## src/rtl/hazard_unit.sv

```systemverilog
// hazard_unit: forwarding selects, MEM-dependence stall and divide-busy hold
// for the five-stage MIPS pipeline, plus a count of decode-stall cycles.
module hazard_unit #(
    parameter int DIV_CYCLES = 32
) (
    input  logic        clk,
    input  logic        rst,
    input  logic [4:0]  rsD,
    input  logic [4:0]  rtD,
    input  logic [4:0]  rsE,
    input  logic [4:0]  rtE,
    input  logic [4:0]  writeRegAddrM,
    input  logic        regWriteM,
    input  logic        memToRegM,
    input  logic        divStartE,
    output logic [1:0]  forwardAE,
    output logic [1:0]  forwardBE,
    output logic        stallF,
    output logic        stallD,
    output logic        stallE,
    output logic        flushE,
    output logic        divBusy,
    output logic [31:0] stallCount
);

    typedef enum logic [1:0] {
        IDLE,
        BUSY,
        DONE
    } divState_t;

    // The counter starts one below DIV_CYCLES because the start cycle itself
    // already occupies EX; BUSY then lasts DIV_CYCLES-1 cycles.
    localparam logic [5:0] CNT_LOAD = 6'(DIV_CYCLES - 1);

    divState_t  state;
    divState_t  nextState;
    logic [5:0] cnt;
    logic [5:0] nextCnt;
    logic       memProducer;
    logic       depStall;

    // A MEM instruction can only supply a value if it writes a nonzero register.
    assign memProducer = regWriteM && (writeRegAddrM != 5'd0);

    // Pick the MEM-stage source for each EX operand: load data or ALU result.
    always_comb begin
        forwardAE = 2'b00;
        forwardBE = 2'b00;
        if (memProducer && (writeRegAddrM == rsE)) begin
            forwardAE = memToRegM ? 2'b10 : 2'b01;
        end
        if (memProducer && (writeRegAddrM == rtE)) begin
            forwardBE = memToRegM ? 2'b10 : 2'b01;
        end
    end

    // Without a WB-to-EX path, a decode operand produced in MEM waits a cycle
    // so that the write-first register file supplies it.
    assign depStall = memProducer &&
                      ((writeRegAddrM == rsD) || (writeRegAddrM == rtD));

    // Divide sequencing: hold EX for the divide's duration, then release once.
    always_comb begin
        nextState = state;
        nextCnt   = cnt;
        unique case (state)
            IDLE: begin
                if (divStartE) begin
                    nextState = BUSY;
                    nextCnt   = CNT_LOAD;
                end
            end
            BUSY: begin
                if (cnt == 6'd1) begin
                    nextState = DONE;
                end
                nextCnt = cnt - 6'd1;
            end
            DONE: begin
                nextState = IDLE;
            end
            default: begin
                nextState = IDLE;
                nextCnt   = 6'd0;
            end
        endcase
    end

    // Divide FSM register; reset aborts any divide in flight.
    always_ff @(posedge clk) begin
        if (rst) begin
            state <= IDLE;
            cnt   <= 6'd0;
        end else begin
            state <= nextState;
            cnt   <= nextCnt;
        end
    end

    assign divBusy = (state == BUSY);
    assign stallE  = divBusy;
    assign stallF  = divBusy | depStall;
    assign stallD  = divBusy | depStall;
    // A held EX instruction must not be replaced by a bubble during a divide.
    assign flushE  = depStall & ~divBusy;

    // Performance counter of cycles in which decode was held.
    always_ff @(posedge clk) begin
        if (rst) begin
            stallCount <= 32'd0;
        end else if (stallD) begin
            stallCount <= stallCount + 32'd1;
        end
    end

endmodule

```

## config.mk

```make
export PLATFORM = sky130hd
export DESIGN_NAME = hazard_unit
export DESIGN_NICKNAME = d
export VERILOG_FILES = /design/src/rtl/hazard_unit.sv
export SDC_FILE = /design/constraint.sdc
export NUM_CORES = 1
export LEC_CHECK = 0
export ABC_AREA = 1
export CORE_MARGIN = 2
export CORE_UTILIZATION = 25
export CTS_BUF_LIST = sky130_fd_sc_hd__clkbuf_2
export DETAILED_ROUTE_END_ITERATION = 6
export PLACE_DENSITY = 0.49
export REMOVE_ABC_BUFFERS = 1
export SYNTH_ARGS = -nofsm -noshare
export SYNTH_HDL_FRONTEND = slang
export SYNTH_SLANG_ARGS = --single-unit
```

## constraint.sdc

```tcl
create_clock -name clk -period 4.1 [get_ports clk]
set_clock_uncertainty 0.1 [all_clocks]
set_input_delay 1.23 -clock clk [delete_from_list [all_inputs] [get_ports clk]]
set_output_delay 1.23 -clock clk [all_outputs]
set_load 0.02 [all_outputs]
```

==> results.json <==
{
  "syn_area_um2": 3050,
  "instances_no_fill": 742,
  "grtUsageTotal": 0.1398,
  "pwr-share-seq": 0.435,
  "switchingPower_mw": 0.4149,
  "drive_gt1_frac": 0.06387,
  "diodes": 0,
  "ys_types": 22,
  "yosys_warnings": 0,
  "relSlewSlack": 0.5287,
  "yosysSeqAreaShare": 0.2625,
  "p_comb_frac": 0.339,
  "grt_pass1_vias": 3098,
  "holdPathStages": 2,
  "grt_overflow_total": 0,
  "internal-power_mw": 0.7080,
  "dieWidth_um": 114.5,
  "status": "finished clean",
  "synthFlopType": "dfxtp_1",
  "clk_latency_ns": 0.44,
  "synth.largest_area_cell": "dfxtp_1",
  "fp.dieH_um": 114.5,
  "yosysTopAreaCellShare": 0.2625,
  "start_kind": "input port",
  "vias": 3298,
  "h-tree-depth": 2,
  "worst_ep_required_time_ns": 2.77,
  "cts.clk_slew.worst_paths_ns": 0.26,
  "num_rows": 40,
  "place_congestion": 0.8456,
  "place_inst": 734,
  "cts_buffers": 5,
  "grt_pass1_wl_mm": 14.71,
  "io_pins": 71,
  "cts_buffer_depth": 2,
  "worst_pin_slew_ns": 0.7069,
  "end_kind": "output pin",
  "initial_utilization": 0.2550,
  "max_freq_ghz": 0.2532,
  "async_flop_share": 0,
  "io_buffers": 70,
  "dp_slack_ns": -0.3117,
  "power_mw": 1.123,
  "arrival_ns": 2.62,
  "hold_buffers": 0,
  "synthTopCellsByCount": "167 x nand2_1, 102 x nor2_1, 58 x inv_1",
  "dp_hpwl_mm": 6.652,
  "ys_ff_latch": 40,
  "hp-class": "reg -> reg",
  "dieArea_um2": 13100,
  "setup.worst_path.class": "in -> out",
  "finalSetupViolations": 0,
  "synthTopCellsByArea": "dfxtp_1 26%, nand2_1 21%, nor2_1 13%",
  "cts_sinks": 40,
  "maxCapViolations": 0,
  "cts_tree": "built",
  "drc_errors": 0,
  "hold_viol_final": 0,
  "setup_slack_ns": 0.1503,
  "first_pass_iters": 6,
  "min_period_over_period": 0.9633,
  "finalMaxSlewViolations": 0,
  "critPathMaxFanout": 4,
  "r2r_cells": 8,
  "postSynthAreaPerCell_um2": 5.756,
  "detail_route.wirelength_mm": 8.895,
  "detail-route-antenna-nets": 0,
  "drtIter0Drc": 204,
  "design.core.area_um2": 11960,
  "synthCells": 530,
  "power.clock.fraction": 0.226,
  "p_leak_nw": 1.788,
  "root_buffer": "clkbuf_2",
  "wire_per_inst_um": 11.99,
  "syn_to_final_growth_pct": 28.34,
  "yosysMostFrequentCell": "nand2_1",
  "rsz0062_at_grt": "no",
  "synth_edf_count": 0,
  "ir_drop_uv": 107.3,
  "period_needed_ns": 3.950,
  "viasPerCell": 4.445,
  "placed_cell_area_um2": 3866,
  "fin_tns_setup_ns": 0,
  "nNetsFinal": 627,
  "cts_setup_buffers": 0,
  "grt_max_degree": 66,
  "power.share.switching": 0.3695,
  "p_per_area_nw_per_um2": 286.8,
  "antenna_found_initial": 0,
  "final_area_um2": 3915,
  "holdWs_ns": 0.4287,
  "utilization": 0.3273
}
[power groups by stage]
stage / clock network, mW / registers [mW] / logic, mW
2_1_floorplan: 0 / 0.520 / 0.196
3_3_place_gp: 0 / 0.497 / 0.382
3_5_place_dp: 0 / 0.497 / 0.387
4_1_cts: 0.267 / 0.490 / 0.387
5_1_grt: 0.280 / 0.498 / 0.427
6_report: 0.254 / 0.488 / 0.381
[critical path, cell delays in order]
cell and delay, ns:
clkdlybuf4s50_1 0.54, inv_1 0.07, nand4_1 0.10, o21ai_1 0.06, inv_1 0.11, nand4_1 0.13
nor2_1 0.11, clkdlybuf4s15_2 0.26
[kinds of logic after synthesis]
| kind of cell | after synthesis | share of synthesized area |
|---|---|---|
| adder cells (fa/ha/maj) | 3 | 0.01231 |
| AO/OA/AOI/OAI | 47 | 0.07793 |
| buffers and inverters | 84 | 0.1218 |
| flip-flops | 40 | 0.2625 |
| AND/OR/NAND/NOR | 327 | 0.4422 |
| XOR/XNOR | 29 | 0.08326 |
[registers in the layout, indices dropped and copies added (netlist names)]
name / cells
stallCount: 32
state: 2
cnt: 6
[final cells by class]
class / instances / area, um^2
Clock buffer: 5 / 25.02
Multi-Input combinational cell: 406 / 1881
Sequential cell: 40 / 800.8
Fill cell: 1339 / 8046
Inverter: 62 / 232.7
Tap cell: 147 / 183.9
Clock inverter: 3 / 42.54
Timing Repair Buffer: 79 / 749.5
[what timing repair did]
action                     4_1_cts  5_1_grt
setup endpoints to repair        7        7
pin swaps                        0        1
gates resized for setup         16       11
[placed cells by master (no fill, tap or decap), drive strengths merged, types with 2 or more instances in the layout]
cell / netlist / routed
xor2: 23 / 23
nand3: 51 / 51
nor3: 4 / 4
clkinv: 1 / 2
clkbuf: 5 / 9
dlymetal6s2s: 0 / 4
inv: 61 / 61
clkdlybuf4s50: 0 / 59
buf: 17 / 11
xnor2: 6 / 6
o21ai: 6 / 6
dfxtp: 40 / 40
ha: 3 / 3
a21oi: 40 / 40
nor2: 102 / 102
nand2: 167 / 167
nand4: 3 / 3
[path summary, 6_finish.rpt]
path | from | to | slack (ns)
min | cnt[4]$_SDFFE_PP0P_ | cnt[4]$_SDFFE_PP0P_ | 0.43
max reg2reg | stallCount[0]$_SDFFE_PP0P_ | stallCount[16]$_SDFFE_PP0P_ | 1.98
max | writeRegAddrM[3] | forwardAE[1] | 0.15
min reg2reg | cnt[4]$_SDFFE_PP0P_ | cnt[4]$_SDFFE_PP0P_ | 0.43
[layer usage]
metal / GRT usage / share of wire / up-vias
met4: 0.04472 / 0.019 / 0
met5: 0 / 0 / -
met3: 0.02806 / 0.039 / 13
li1: - / - / 1756
met2: 0.2355 / 0.46 / 62
met1: 0.1789 / 0.48 / 1467
Power figures use the tool's default switching activity.
